### config.mk
export PLATFORM = sky130hd
export DESIGN_NAME = dm_arbiter_flat
export DESIGN_NICKNAME = d
export VERILOG_FILES = /design/src/rtl/dm_arbiter_pkg.sv /design/src/rtl/dm_arbiter_if.sv /design/src/rtl/dm_arbiter_rr_picker.sv /design/src/rtl/dm_arbiter.sv /design/src/flat_wrapper.sv
export SDC_FILE = /design/constraint.sdc
export NUM_CORES = 1
export LEC_CHECK = 0
export CORE_MARGIN = 2
export CORE_UTILIZATION = 40
export DETAILED_ROUTE_END_ITERATION = 10
export MAX_ROUTING_LAYER = met4
export PLACE_DENSITY = 0.79
export SYNTH_ARGS = -nofsm -noshare
export SYNTH_HDL_FRONTEND = slang
export SYNTH_SLANG_ARGS = --single-unit
### constraint.sdc
create_clock -name clock -period 3.5 [get_ports clock]
set_input_delay 0.7 -clock clock [delete_from_list [all_inputs] [get_ports clock]]
set_output_delay 0.7 -clock clock [all_outputs]
set_load 0.02 [all_outputs]
### src/rtl/dm_arbiter_pkg.sv
// dm_arbiter shared definitions: FSM states, default geometry, core index type.
package dm_arb_pkg;

    localparam int NCORES_DEF = 4;
    localparam int AW_DEF     = 16;
    localparam int DW_DEF     = 8;
    localparam int CNT_W      = 16;

    typedef enum logic [1:0] {
        ST_IDLE   = 2'd0,
        ST_ACCESS = 2'd1,
        ST_RESP   = 2'd2
    } arb_state_t;

    typedef logic [$clog2(NCORES_DEF)-1:0] core_idx_t;

endpackage

### src/rtl/dm_arbiter_if.sv
// Core request/grant/read-return channels plus the single-port memory bus.
// master = cores and memory (the environment), slave = the arbiter.
interface dm_arbiter_if
    import dm_arb_pkg::*;
#(
    parameter int NCORES = NCORES_DEF,
    parameter int AW     = AW_DEF,
    parameter int DW     = DW_DEF
);
    logic [NCORES-1:0]    req;
    logic [NCORES-1:0]    we;
    logic [NCORES*AW-1:0] addr;
    logic [NCORES*DW-1:0] wdata;
    logic [NCORES-1:0]    gnt;
    logic [NCORES-1:0]    rvalid;
    logic [DW-1:0]        rdata;
    logic [AW-1:0]        mem_addr;
    logic [DW-1:0]        mem_wdata;
    logic                 mem_wren;
    logic [DW-1:0]        mem_q;

    modport master (
        output req, we, addr, wdata, mem_q,
        input  gnt, rvalid, rdata, mem_addr, mem_wdata, mem_wren
    );

    modport slave (
        input  req, we, addr, wdata, mem_q,
        output gnt, rvalid, rdata, mem_addr, mem_wdata, mem_wren
    );
endinterface

### src/rtl/dm_arbiter_rr_picker.sv
// Round-robin find-first-set: first requesting core at or above ptr, wrapping.
module rr_picker #(
    parameter int NCORES = 4,
    parameter int IW     = $clog2(NCORES)
) (
    input  logic [NCORES-1:0] req,
    input  logic [IW-1:0]     ptr,
    output logic              found,
    output logic [IW-1:0]     idx
);
    logic [NCORES-1:0] req_rot;
    logic [IW-1:0]     off;
    logic [IW:0]       sum;

    // Rotate requests so ptr sits at bit 0, take the lowest set bit, rotate back.
    always_comb begin
        req_rot = NCORES'({req, req} >> ptr);
        off     = '0;
        for (int o = NCORES - 1; o >= 0; o--) begin
            if (req_rot[o]) begin
                off = IW'(o);
            end
        end
        found = |req_rot;
        sum   = {1'b0, ptr} + {1'b0, off};
        idx   = (sum >= (IW+1)'(NCORES)) ? IW'(sum - (IW+1)'(NCORES)) : IW'(sum);
    end
endmodule

### src/rtl/dm_arbiter.sv
// Time-multiplexes one single-port data memory (1-cycle read latency) between
// NCORES cores. IDLE arbitrates, ACCESS drives the memory, RESP returns read data.
module dm_arbiter
    import dm_arb_pkg::*;
#(
    parameter int NCORES = NCORES_DEF,
    parameter int AW     = AW_DEF,
    parameter int DW     = DW_DEF
) (
    input  logic             clock,
    input  logic             rst_r,
    dm_arbiter_if.slave      bus,
    output logic             busy,
    output logic [CNT_W-1:0] txn_count
);
    localparam int IW = $clog2(NCORES);

    arb_state_t        state_q, state_d;
    logic [IW-1:0]     ptr_q, ptr_d;
    logic [IW-1:0]     widx_q, widx_d;
    logic [NCORES-1:0] gnt_q, gnt_d;
    logic [NCORES-1:0] rvalid_q, rvalid_d;
    logic [DW-1:0]     rdata_q, rdata_d;
    logic [AW-1:0]     mem_addr_q, mem_addr_d;
    logic [DW-1:0]     mem_wdata_q, mem_wdata_d;
    logic              mem_wren_q, mem_wren_d;
    logic              busy_q, busy_d;
    logic [CNT_W-1:0]  txn_count_q, txn_count_d;

    logic              pick_found;
    logic [IW-1:0]     pick_idx;

    logic [AW-1:0]     addr_lane  [NCORES];
    logic [DW-1:0]     wdata_lane [NCORES];

    for (genvar gi = 0; gi < NCORES; gi++) begin : g_lane
        assign addr_lane[gi]  = bus.addr[gi*AW +: AW];
        assign wdata_lane[gi] = bus.wdata[gi*DW +: DW];
    end

    rr_picker #(
        .NCORES (NCORES),
        .IW     (IW)
    ) u_picker (
        .req   (bus.req),
        .ptr   (ptr_q),
        .found (pick_found),
        .idx   (pick_idx)
    );

    // Next-state and registered-output values. Requests are looked at only in
    // IDLE, so a core can hold req high across its grant to chain accesses.
    always_comb begin
        state_d     = state_q;
        ptr_d       = ptr_q;
        widx_d      = widx_q;
        gnt_d       = '0;
        rvalid_d    = '0;
        rdata_d     = rdata_q;
        mem_addr_d  = mem_addr_q;
        mem_wdata_d = mem_wdata_q;
        mem_wren_d  = 1'b0;
        txn_count_d = txn_count_q;

        case (state_q)
            ST_IDLE: begin
                if (pick_found) begin
                    widx_d      = pick_idx;
                    mem_addr_d  = addr_lane[pick_idx];
                    mem_wdata_d = wdata_lane[pick_idx];
                    mem_wren_d  = bus.we[pick_idx];
                    gnt_d       = NCORES'(1) << pick_idx;
                    ptr_d       = (pick_idx == IW'(NCORES - 1)) ? '0 : pick_idx + IW'(1);
                    txn_count_d = txn_count_q + CNT_W'(1);
                    state_d     = ST_ACCESS;
                end
            end
            ST_ACCESS: begin
                // mem_wren_q still holds the latched write enable here.
                state_d = mem_wren_q ? ST_IDLE : ST_RESP;
            end
            ST_RESP: begin
                rdata_d  = bus.mem_q;
                rvalid_d = NCORES'(1) << widx_q;
                state_d  = ST_IDLE;
            end
            default: begin
                state_d = ST_IDLE;
            end
        endcase

        busy_d = (state_d != ST_IDLE);
    end

    // State and output registers; reset clears everything at once, aborting
    // any write strobe and dropping an in-flight read.
    always_ff @(posedge clock or negedge rst_r) begin
        if (!rst_r) begin
            state_q     <= ST_IDLE;
            ptr_q       <= '0;
            widx_q      <= '0;
            gnt_q       <= '0;
            rvalid_q    <= '0;
            rdata_q     <= '0;
            mem_addr_q  <= '0;
            mem_wdata_q <= '0;
            mem_wren_q  <= 1'b0;
            busy_q      <= 1'b0;
            txn_count_q <= '0;
        end else begin
            state_q     <= state_d;
            ptr_q       <= ptr_d;
            widx_q      <= widx_d;
            gnt_q       <= gnt_d;
            rvalid_q    <= rvalid_d;
            rdata_q     <= rdata_d;
            mem_addr_q  <= mem_addr_d;
            mem_wdata_q <= mem_wdata_d;
            mem_wren_q  <= mem_wren_d;
            busy_q      <= busy_d;
            txn_count_q <= txn_count_d;
        end
    end

    assign bus.gnt       = gnt_q;
    assign bus.rvalid    = rvalid_q;
    assign bus.rdata     = rdata_q;
    assign bus.mem_addr  = mem_addr_q;
    assign bus.mem_wdata = mem_wdata_q;
    assign bus.mem_wren  = mem_wren_q;
    assign busy          = busy_q;
    assign txn_count     = txn_count_q;
endmodule

### src/flat_wrapper.sv
// flat-port wrapper written by rule: the top's interface ports become plain ports
module dm_arbiter_flat import dm_arb_pkg::*;
#(
    parameter int NCORES = NCORES_DEF,
    parameter int AW     = AW_DEF,
    parameter int DW     = DW_DEF
)
  (clock, rst_r, busy, txn_count, bus_req, bus_we, bus_addr, bus_wdata, bus_mem_q, bus_gnt, bus_rvalid, bus_rdata, bus_mem_addr, bus_mem_wdata, bus_mem_wren);
  dm_arbiter_if #(.NCORES(NCORES), .AW(AW), .DW(DW)) bus_i ();
  input  logic clock;
  input  logic rst_r;
  output logic busy;
  output logic [CNT_W-1:0] txn_count;
  input wire logic [$bits(bus_i.req)-1:0] bus_req;
  input wire logic [$bits(bus_i.we)-1:0] bus_we;
  input wire logic [$bits(bus_i.addr)-1:0] bus_addr;
  input wire logic [$bits(bus_i.wdata)-1:0] bus_wdata;
  input wire logic [$bits(bus_i.mem_q)-1:0] bus_mem_q;
  output wire logic [$bits(bus_i.gnt)-1:0] bus_gnt;
  output wire logic [$bits(bus_i.rvalid)-1:0] bus_rvalid;
  output wire logic [$bits(bus_i.rdata)-1:0] bus_rdata;
  output wire logic [$bits(bus_i.mem_addr)-1:0] bus_mem_addr;
  output wire logic [$bits(bus_i.mem_wdata)-1:0] bus_mem_wdata;
  output wire logic [$bits(bus_i.mem_wren)-1:0] bus_mem_wren;
  assign bus_i.req = bus_req;
  assign bus_i.we = bus_we;
  assign bus_i.addr = bus_addr;
  assign bus_i.wdata = bus_wdata;
  assign bus_i.mem_q = bus_mem_q;
  assign bus_gnt = bus_i.gnt;
  assign bus_rvalid = bus_i.rvalid;
  assign bus_rdata = bus_i.rdata;
  assign bus_mem_addr = bus_i.mem_addr;
  assign bus_mem_wdata = bus_i.mem_wdata;
  assign bus_mem_wren = bus_i.mem_wren;
  dm_arbiter #(.NCORES(NCORES), .AW(AW), .DW(DW)) u_core (.clock(clock), .rst_r(rst_r), .bus(bus_i), .busy(busy), .txn_count(txn_count));
endmodule
==> results of run 1 <==
[cells by family after synthesis]
family,after synthesis
and+or+nand+nor,143
DFF,64
adders and majority gates,3
buffers and inverters,31
xor gates and xnor gates,17
AOI/OAI and AO/OA,85
muxes,10
[worst register-to-register path: stages (launching register included)]
cell	delay [ns]
sky130_fd_sc_hd__dfrtp_1	0.53
sky130_fd_sc_hd__nor2b_1	0.21
sky130_fd_sc_hd__a221o_1	0.35
sky130_fd_sc_hd__nand2_1	0.07
sky130_fd_sc_hd__nand3_1	0.11
sky130_fd_sc_hd__ha_4	0.19
sky130_fd_sc_hd__xor2_1	0.23
sky130_fd_sc_hd__a21oi_2	0.07
sky130_fd_sc_hd__buf_4	0.25
sky130_fd_sc_hd__a2111oi_1	0.47
sky130_fd_sc_hd__o31ai_1	0.11
[cell usage after synthesis, drive strengths merged (2+ instances only)]
library cell  count  area [sq um]
a2111oi          24           294
a221oi           25           219
and3              4          25.0
buf              17           109
clkbuf           12          45.0
dfrtp            64          1600
ha                3          37.5
inv               2          7.50
mux2              9           105
nand2            45           169
nand2b            2          12.5
nand3             8          45.0
nand4             4          25.0
nor2             13          51.3
nor2b            51           319
nor3              4          31.3
nor3b             5          37.5
o21ai             2          21.3
o31ai            25           253
or2               3          18.8
or4               2          15.0
xnor2            11          96.3
xor2              6          52.6
[stage by stage]
step / hold slack [ns] / utilization (%) / cells
2_1_floorplan: 0.404 / - / 353
3_3_place_gp: 0.429 / 60.7 / 618
3_5_place_dp: 0.451 / 60.7 / 618
4_1_cts: 0.229 / 63.5 / 634
5_1_grt: 0.239 / 63.5 / 634
6_report: 0.230 / 63.5 / 634
[where the power goes]
| part | total, uW | leakage, uW | internal (uW) | switching, uW |
|---|---|---|---|---|
| sequential | 1250 | 0.000809 | 1040 | 209 |
| combinational | 3540 | 0.00136 | 1590 | 1960 |
| clock | 802 | 0.000123 | 496 | 306 |
| total | 5600 | 0.00229 | 3130 | 2470 |
[area by class of cell]
class / instances / area [sq um]
clock buffer: 10 / 138
clock inverter: 6 / 115
fill: 735 / 3320
inverter: 2 / 7.51
multi-input combinational: 258 / 1960
sequential: 64 / 1600
tap: 111 / 139
timing repair buffer: 183 / 1820
[final timing paths]
| kind | start | end | slack [ns] |
|---|---|---|---|
| max | bus_req[1] | u_core.bus.mem_wdata[2] | 0.48 |
| min | rst_r | u_core.txn_count[9] | 0.23 |
| max reg2reg | u_core.ptr_q[0] | u_core.bus.mem_wdata[2] | 0.78 |
| min reg2reg | u_core.bus.mem_wren | u_core.state_q[1] | 0.45 |
| max in group asynchronous | rst_r | u_core.widx_q[0] | 2.63 |
| min in group clock | u_core.bus.mem_wren | u_core.state_q[1] | 0.45 |
[layout by cell type (no fill, tap or decap), types with 2 or more instances in the layout]
cell type and n:
sky130_fd_sc_hd__xnor2_1 11, sky130_fd_sc_hd__nor3_1 3, sky130_fd_sc_hd__clkbuf_8 10, sky130_fd_sc_hd__bufinv_16 3
sky130_fd_sc_hd__clkdlybuf4s50_1 170, sky130_fd_sc_hd__o31ai_2 13, sky130_fd_sc_hd__or2_2 2, sky130_fd_sc_hd__dfrtp_1 64
sky130_fd_sc_hd__mux2_2 8, sky130_fd_sc_hd__xor2_1 6, sky130_fd_sc_hd__nand3_1 7, sky130_fd_sc_hd__buf_4 10
sky130_fd_sc_hd__nand2b_1 2, sky130_fd_sc_hd__nor2_1 12, sky130_fd_sc_hd__or4_1 2, sky130_fd_sc_hd__nor3b_1 5
sky130_fd_sc_hd__o31ai_1 12, sky130_fd_sc_hd__a2111oi_1 7, sky130_fd_sc_hd__a221oi_1 25, sky130_fd_sc_hd__and3_1 4
sky130_fd_sc_hd__a2111oi_0 5, sky130_fd_sc_hd__nor2b_1 51, sky130_fd_sc_hd__buf_12 2, sky130_fd_sc_hd__a2111oi_2 12
sky130_fd_sc_hd__ha_1 2, sky130_fd_sc_hd__nand4_1 4, sky130_fd_sc_hd__nand2_1 44
[layer usage]
layer | GRT usage, % | share of wire [%] | vias to the layer above
met4 | 6.22 | 0.94 | 0
met2 | 35.8 | 49 | 154
met5 | - | 0 | -
li1 | - | - | 1642
met1 | 25.0 | 42 | 1599
met3 | 5.43 | 8.0 | 8
[state kept, by name (all words and copies together) (netlist names), 4 cells and up]
register,flops
u_core.bus.mem_addr,16
u_core.txn_count,16
u_core.bus.mem_wdata,8
u_core.bus.rdata,8
u_core.bus.gnt,4
u_core.bus.rvalid,4
==> results.sh, run 1 <==
export IMPL_max_cap_violations=0
export IMPL_cts_tree="yes"
export IMPL_max_slew_worst_pin_slew_ns=0.864
export IMPL_drt_wirelength_per_cell_um=16.3
export IMPL_vias=3403
export IMPL_cp_depth=11
export IMPL_share_of_final_layout_standard_cells_stronger_than_drive_strength_1_pct=14.7
export IMPL_netlist_cell_type_count=47
export IMPL_route_detailed_vias_per_inst=5.37
export IMPL_first_global_vias=3375
export IMPL_post_cts_setup_buffers=0
export IMPL_crit_arrival_ns=3.22
export IMPL_number_of_buffers_on_the_longest_clock_path=2
export IMPL_grt_setup_unrepaired="no"
export IMPL_post_synthesis_simple_gate_area_fraction_pct=20.7
export IMPL_worstSetupStartpointType="input pin"
export IMPL_clock_root_buffer="sky130_fd_sc_hd__clkbuf_8"
export IMPL_worstPathRequired_ns=3.71
export IMPL_synth_top_family_by_area="compound AO/OA/AOI/OAI gates"
export IMPL_timing_final_setup_violations=0
export IMPL_synth_edf_count=0
export IMPL_post_layout_total_power_uw=5600
export IMPL_power_density_nw_per_um2=967
export IMPL_finalWeightedCongestion=0.781
export IMPL_area_growth_synth_to_final_pct=55.9
export IMPL_max_freq_ghz=0.332
export IMPL_grt_first_pass_wirelength_mm=16.4
export IMPL_rows=35
export IMPL_overflow_left_after_global_routing=0
export IMPL_share_of_the_synthesized_area_in_compound_gates_ao_oa_aoi_oai_pct=23.7
export IMPL_route_final_wire_length_mm=10.3
export IMPL_synthXorXnorAreaFrac_pct=4.01
export IMPL_synth_warning_count=0
export IMPL_critical_path_n_buffers_inverters=2
export IMPL_syn_nets=470
export IMPL_synth_main_ff_cell="sky130_fd_sc_hd__dfrtp_1"
export IMPL_part_of_the_yosys_area_used_for_sequential_elements_pct=43.2
export IMPL_cell_type_of_the_slowest_stage_on_the_worst_timing_path="sky130_fd_sc_hd__clkdlybuf4s50_1"
export IMPL_timing_hold_violations_final=0
export IMPL_floorplan_die_area_sq_um=10100
export IMPL_final_nets=635
export IMPL_cts_resized_gates=0
export IMPL_drcViolationCount=0
export IMPL_irDropWorstVdd_v=0.000744
export IMPL_setup_tns_ns=0
export IMPL_antenna_violations_before_repair=0
export IMPL_min_delay_path_class="in2async"
export IMPL_timing_critical_path_slowest_cell_delay_ns=0.58
export IMPL_result_of_the_run="complete, no violations"
export IMPL_dpl_instance_area_sq_um=5530
export IMPL_core_area_sq_um=9110
export IMPL_dp_final_hpwl_mm=7.67
export IMPL_slew_limit_headroom_pct=42.3
export IMPL_synth_area_per_cell_sq_um=10.5
export IMPL_synth_seq_cells=64
export IMPL_fin_worst_skew_ns=0.0106
export IMPL_post_synth_instance_area_sq_um=3710
export IMPL_async_reset_ff_share_pct=100
export IMPL_clock_sink_total=64
export IMPL_inserted_diodes=0
export IMPL_final_design_area_no_fill_sq_um=5790
export IMPL_highest_net_fanout_along_the_worst_path=24
export IMPL_grt_start_max_net_pins=50
export IMPL_drt_first_iter_violations=125
export IMPL_insertion_delay_ns=0.34
export IMPL_postCtsHoldBufs=0
export IMPL_setup_ws_ns=0.485
export IMPL_floorplan_die_height_um=100
export IMPL_worst_path_dominant_cell_family="compound AO/OA/AOI/OAI gates"
export IMPL_finalMaxSlewViolations=0
export IMPL_detailedRoute_firstPassIterationCount=4
export IMPL_worstPathCellList="clkdlybuf4s50_1, nor2b_1, a221o_1, nand2_1, nand3_1, ha_4, xor2_1, a21oi_2, buf_4, a2111oi_1, o31ai_1"
export IMPL_die_x_um=100
export IMPL_p_leak_uw=0.00229
export IMPL_dp_slack_ns=0.127
export IMPL_worst_setup_path_type="in2reg"
export IMPL_postSynthCellCount=353
export IMPL_remaining_antenna_violation_count_after_routing=0
export IMPL_final_min_period_over_clock_period_pct=86.2
export IMPL_period_needed_ns=3.02
export IMPL_worst_setup_path_end_kind="flip-flop"
export IMPL_muxShareOfSynthArea_pct=3.10
export IMPL_reg2regPathDepth=10
export IMPL_synth_adder_area_share_pct=1.01
export IMPL_cts_inserted_buffers=9
export IMPL_floorplan_initialDensity_pct=40.7
export IMPL_clkTransAtPathRegs_ns=0.08
export IMPL_design_portCount=172
export IMPL_numPortBuffers=171
export IMPL_grtUsageTotal_pct=21.2
export IMPL_htree_levels=3
Power figures use the tool's default switching activity.
==> run 2, diff against run 1 <==
--- a/config.mk
+++ b/config.mk
@@ -5,6 +5,7 @@
 export SDC_FILE = /design/constraint.sdc
 export NUM_CORES = 1
 export LEC_CHECK = 0
+export CORE_ASPECT_RATIO = 0.8
 export CORE_MARGIN = 2
 export CORE_UTILIZATION = 40
 export DETAILED_ROUTE_END_ITERATION = 10
==> run 2 against run 1 <==
  * Sequential share of layout area down 0.59 points
  * Fmax down 6.3%
  * Global-route usage up 1.2 points
  * Clock skew down 0.0031 ns
  * Core utilization up 1.9 points
  * Clock power up 12%
  * Flip-flop and latch count unchanged
  * Power up 3.6%
  * Clock-buffer cell count unchanged
  * Via count up 1.4%
  * Hold slack better by 0.048 ns
  * Final area up 2.2%
  * Largest power group unchanged
==> results.sh, run 2 (synthesized netlist as in run 1, its figures left out) <==
export IMPL_route_detailed_vias_per_inst=5.38
export IMPL_clock_sink_total=64
export IMPL_floorplan_die_area_sq_um=10100
export IMPL_drt_first_iter_violations=190
export IMPL_reg2reg_from="u_core.ptr_q[0]"
export IMPL_clock_root_buffer="sky130_fd_sc_hd__clkbuf_16"
export IMPL_timing_final_setup_violations=0
export IMPL_inserted_diodes=0
export IMPL_rows=31
export IMPL_cts_resized_gates=0
export IMPL_drcViolationCount=0
export IMPL_mostFrequentLayoutCell="sky130_fd_sc_hd__clkdlybuf4s50_1"
export IMPL_reg2reg_setup_slack_ns=0.52
export IMPL_dpl_instance_area_sq_um=5610
export IMPL_insertion_delay_ns=0.32
export IMPL_cell_type_of_the_slowest_stage_on_the_worst_timing_path="sky130_fd_sc_hd__a21oi_4"
export IMPL_crit_top_cell="sky130_fd_sc_hd__nand2_1"
export IMPL_final_min_period_over_clock_period_pct=92.0
export IMPL_floorplan_die_height_um=90.2
export IMPL_dp_final_hpwl_mm=8.17
export IMPL_first_global_vias=3378
export IMPL_worst_path_dominant_cell_family="compound AO/OA/AOI/OAI gates"
export IMPL_detailedRoute_firstPassIterationCount=4
export IMPL_remaining_antenna_violation_count_after_routing=0
export IMPL_finalMaxSlewViolations=0
export IMPL_critical_path_n_buffers_inverters=2
export IMPL_highest_net_fanout_along_the_worst_path=19
export IMPL_final_util_pct=65.4
export IMPL_numPortBuffers=171
export IMPL_worstPathRequired_ns=3.72
export IMPL_grt_setup_unrepaired="no"
export IMPL_drt_wirelength_per_cell_um=17.1
export IMPL_overflow_left_after_global_routing=0
export IMPL_worst_setup_path_type="in2reg"
export IMPL_area_growth_synth_to_final_pct=59.3
export IMPL_slew_limit_headroom_pct=38.6
export IMPL_worst_setup_path_end_kind="flip-flop"
export IMPL_floorplan_initialDensity_pct=41.1
export IMPL_postCtsHoldBufs=0
export IMPL_final_nets=638
export IMPL_vias=3451
export IMPL_number_of_buffers_on_the_longest_clock_path=2
export IMPL_leading_cell_types_in_the_layout_fill_and_taps_excluded="sky130_fd_sc_hd__clkdlybuf4s50_1, sky130_fd_sc_hd__dfrtp_1, sky130_fd_sc_hd__nor2b_1"
export IMPL_antenna_violations_before_repair=0
export IMPL_reg2regPathDepth=12
export IMPL_setup_ws_ns=0.282
export IMPL_seqPwrFrac_pct=21.6
export IMPL_worst_r2r_endpoint="u_core.ptr_q[1]"
export IMPL_share_of_final_layout_standard_cells_stronger_than_drive_strength_1_pct=15.2
export IMPL_power_density_nw_per_um2=981
export IMPL_cts_inserted_buffers=9
export IMPL_finalWeightedCongestion=0.827
export IMPL_max_slew_worst_pin_slew_ns=0.920
export IMPL_combinational_group_share_of_total_power_pct=62.9
export IMPL_irDropWorstVdd_v=0.000490
export IMPL_fin_worst_skew_ns=0.00745
export IMPL_final_design_area_no_fill_sq_um=5910
export IMPL_crit_arrival_ns=3.43
export IMPL_max_cap_violations=0
export IMPL_design_portCount=172
export IMPL_timing_hold_violations_final=0
export IMPL_min_delay_path_class="in2async"
export IMPL_post_cts_setup_buffers=0
export IMPL_result_of_the_run="complete, no violations"
export IMPL_route_final_wire_length_mm=10.9
export IMPL_grt_first_pass_wirelength_mm=17.5
export IMPL_die_x_um=112
export IMPL_max_freq_ghz=0.311
export IMPL_grtUsageTotal_pct=22.4
export IMPL_worstPathCellList="clkdlybuf4s50_1, nor2b_1, a221o_1, nand2_1, nand3_1, ha_4, xor2_1, a21oi_4, nor2_2, inv_1, ha_1, nand2_1, nand2_1"
export IMPL_power_internal_uw=3290
export IMPL_timing_critical_path_slowest_cell_delay_ns=0.60
export IMPL_period_needed_ns=3.22
export IMPL_htree_levels=3
export IMPL_worstSetupStartpointType="input pin"
export IMPL_dp_slack_ns=-0.0359
export IMPL_cts_tree="yes"
export IMPL_cp_depth=13
export IMPL_clock_power_share_pct=15.5
export IMPL_switching_power_total_uw=2510
export IMPL_clkTransAtPathRegs_ns=0.06
export IMPL_fin_hold_ws_ns=0.278
export IMPL_swShare_pct=43.3
export IMPL_p_leak_uw=0.00234
export IMPL_core_area_sq_um=9040
export IMPL_grt_start_max_net_pins=58
[run 2: per-stage QoR]
step	total power, uW	setup TNS (ns)	std cells
2_1_floorplan	3650	0	353
3_3_place_gp	4830	0	625
3_5_place_dp	4940	-0.0359	625
4_1_cts	5860	0	641
5_1_grt	6220	0	641
6_report	5800	0	641
[run 2: worst max-delay path by stage]
stage / start / end / slack, ns
6_report: bus_req[1] / u_core.ptr_q[1] / 0.28
5_1_grt: bus_req[1] / u_core.ptr_q[1] / 0.15
4_1_cts: bus_req[1] / u_core.ptr_q[1] / 0.30
3_5_place_dp: bus_req[1] / u_core.ptr_q[1] / -0.04
3_3_place_gp: bus_req[1] / u_core.ptr_q[1] / 0.06
2_1_floorplan: bus_req[2] / u_core.ptr_q[0] / 0.65
[run 2: power by group through the flow]
stage               clock [uW]  combinational, uW  sequential [uW]
floorplan                    0               2130             1510
CTS                        913               3690             1260
finish                     899               3650             1250
global placement             0               3580             1250
detailed placement           0               3680             1270
global route               949               3970             1300
[run 2: area by class of cell]
type	instances	area, sq um
clock buffer	10	239
fill	722	3130
timing repair buffer	186	1880
inverter	2	7.51
clock inverter	6	67.6
tap	115	144
multi-input combinational	258	1970
sequential	64	1600
[run 2: layer usage]
layer	GRT usage [%]	wire, um
met1	28.7	4800
met2	36.2	5300
met3	4.59	665
met4	6.48	161
met5	-	0
==> edit (config.mk and constraints of run 2) <==
Change the package constant `AW_DEF` from 16 to 14.
--- a/src/rtl/dm_arbiter_pkg.sv
+++ b/src/rtl/dm_arbiter_pkg.sv
@@ -2,7 +2,7 @@
 package dm_arb_pkg;
 
     localparam int NCORES_DEF = 4;
-    localparam int AW_DEF     = 16;
+    localparam int AW_DEF     = 14;
     localparam int DW_DEF     = 8;
     localparam int CNT_W      = 16;
 
Interface: changed (resized bus_addr and bus_mem_addr); port bits go from 172 to 162. No check against the original RTL was run, so the function may have changed too.
==> edit against run 2 <==
- design area decreased by 0.32%
- register-to-register slack improved by 90 ps
- area after synthesis increased by 1.6%
- count of clock-buffer cells in the layout decreased by 1
- worst hold slack improved by 190 ps
- sequential cell count decreased by 2
- setup slack improved by 69 ps
- power increased by 4.2%
- die area increased by 1.6%
- maximum frequency increased by 2.2%
- routed wire length decreased by 5.5%
- cell count decreased by 3.4%
- critical path type unchanged
- largest cell class unchanged
==> edit: results (changes against run 2) <==
| Metric | Value |
|---|---|
| Status | finished clean (unchanged) |
| Routed vias | 3297 (was 3451) |
| Worst hold path type | flop to flop (was input port to async pin) |
| Register area share after synthesis | 41.1% (was 43.2%) |
| Initial DRC Count | 132 (was 190) |
| Avg Cell Area, Syn | 11.2 µm² (was 10.5 µm²) |
| Top post-synthesis cells by area | dfrtp_1 (41%), nor2b_1 (7.8%), a2111oi_2 (6.8%), o31ai_2 (6.3%), nand2_1 (4.3%) (was dfrtp_1 (43%), nor2b_1 (8.6%), a221oi_1 (5.9%), a2111oi_2 (4.9%), nand2_1 (4.6%)) |
| Slew Limit Headroom | 40.4% (was 38.6%) |
| Leak pwr | 2.32 nW (was 2.34 nW) |
| Fill cells | 727 (was 722) |
| Grt met2 use | 33.3% (was 36.2%) |
| Xor/xnor share of the synthesized area | 3.95% (was 4.01%) |
| Detail Placement HPWL | 7920 µm (was 8170 µm) |
| Mux share of post-synthesis cell area | 3.05% (was 3.10%) |
| Top cells by count, synth | dfrtp_1 (62), nor2b_1 (47), nand2_1 (43) (was dfrtp_1 (64), nor2b_1 (51), nand2_1 (45)) |
| Mapped Nets | 447 (was 470) |
| DR vias/cell | 5.33 (was 5.38) |
| Share of cells above drive strength 1 | 21.0% (was 15.2%) |
| Clock skew | 4.05 ps (was 7.45 ps) |
| Vias in the first global route | 3355 (was 3378) |
| Final Wtd Congestion | 0.826 (was 0.827) |
| Number of instances in the placed design | 601 (was 625) |
| Multi-input logic area | 2050 µm² (was 1970 µm²) |
| Cell variety after synth | 51 (was 47) |
| Kind of cell adding the most delay to the critical path | buffers and inverters (was compound AO/OA/AOI/OAI gates) |
| IO Port Bufs | 161 (was 171) |
| Setup WS pre-CTS | -235 ps (was -35.9 ps) |
| Critical path arrival | 3350 ps (was 3430 ps) |
| Compound-cell area share of the yosys netlist | 25.8% (was 23.7%) |
| Area after DPL | 5530 µm² (was 5610 µm²) |
| Post-Synth Adder-Cell Area | 0.995% (was 1.01%) |
| Max incr delay on CP | 550 ps (was 600 ps) |
| Wire length per cell | 16.7 µm (was 17.1 µm) |
| GRT Total Usage | 21.0% (was 22.4%) |
==> edit: cells by family after synthesis <==
kind of cell             Yosys count
multiplexers                      10
AND/OR/NAND/NOR                  137
flip-flops                        62
XOR/XNOR                          17
buffers and inverters             30
adder cells (fa/ha/maj)            3
AO/OA/AOI/OAI                     79
==> edit: timing repair <==
action,CTS,global route
hold buffers,0,0
setup endpoints to repair,0,3
resized for setup,0,0
buffers inserted,0,2
==> edit: final cells by class <==
type | count | share of cell area (%)
clock buffers | 9 | 3.82
clock inverters | 7 | 2.04
inverters | 2 | 0.127
multi-input cells | 246 | 34.8
flip-flops and latches | 62 | 26.3
well taps | 115 | 2.44
repair buffers | 178 | 30.5
==> edit: metal layers <==
| layer | vias up | routed length (µm) |
|---|---|---|
| met5 | - | 0 |
| met2 | 127 | 5010 |
| met4 | 0 | 163 |
| met3 | 22 | 625 |
| met1 | 1576 | 4540 |
| li1 | 1572 | - |
==> edit: final timing paths <==
path | slack [ps] | to | startpoint
min in group asynchronous | 490 | u_core.txn_count[12] | rst_r
max | 350 | u_core.bus.mem_addr[7] | bus_req[1]
min | 470 | u_core.txn_count[15] | u_core.txn_count[15]
max reg2reg | 610 | u_core.bus.mem_addr[7] | u_core.ptr_q[0]
max in group asynchronous | 2300 | u_core.bus.mem_wdata[0] | rst_r
min reg2reg | 470 | u_core.txn_count[15] | u_core.txn_count[15]
==> edit: power breakdown <==
group	switching, mW	internal (mW)	leakage (nW)
Combinational	2.06	1.73	1.37
Sequential	0.216	1.01	0.785
Clock	0.330	0.698	0.166
Total	2.61	3.44	2.32
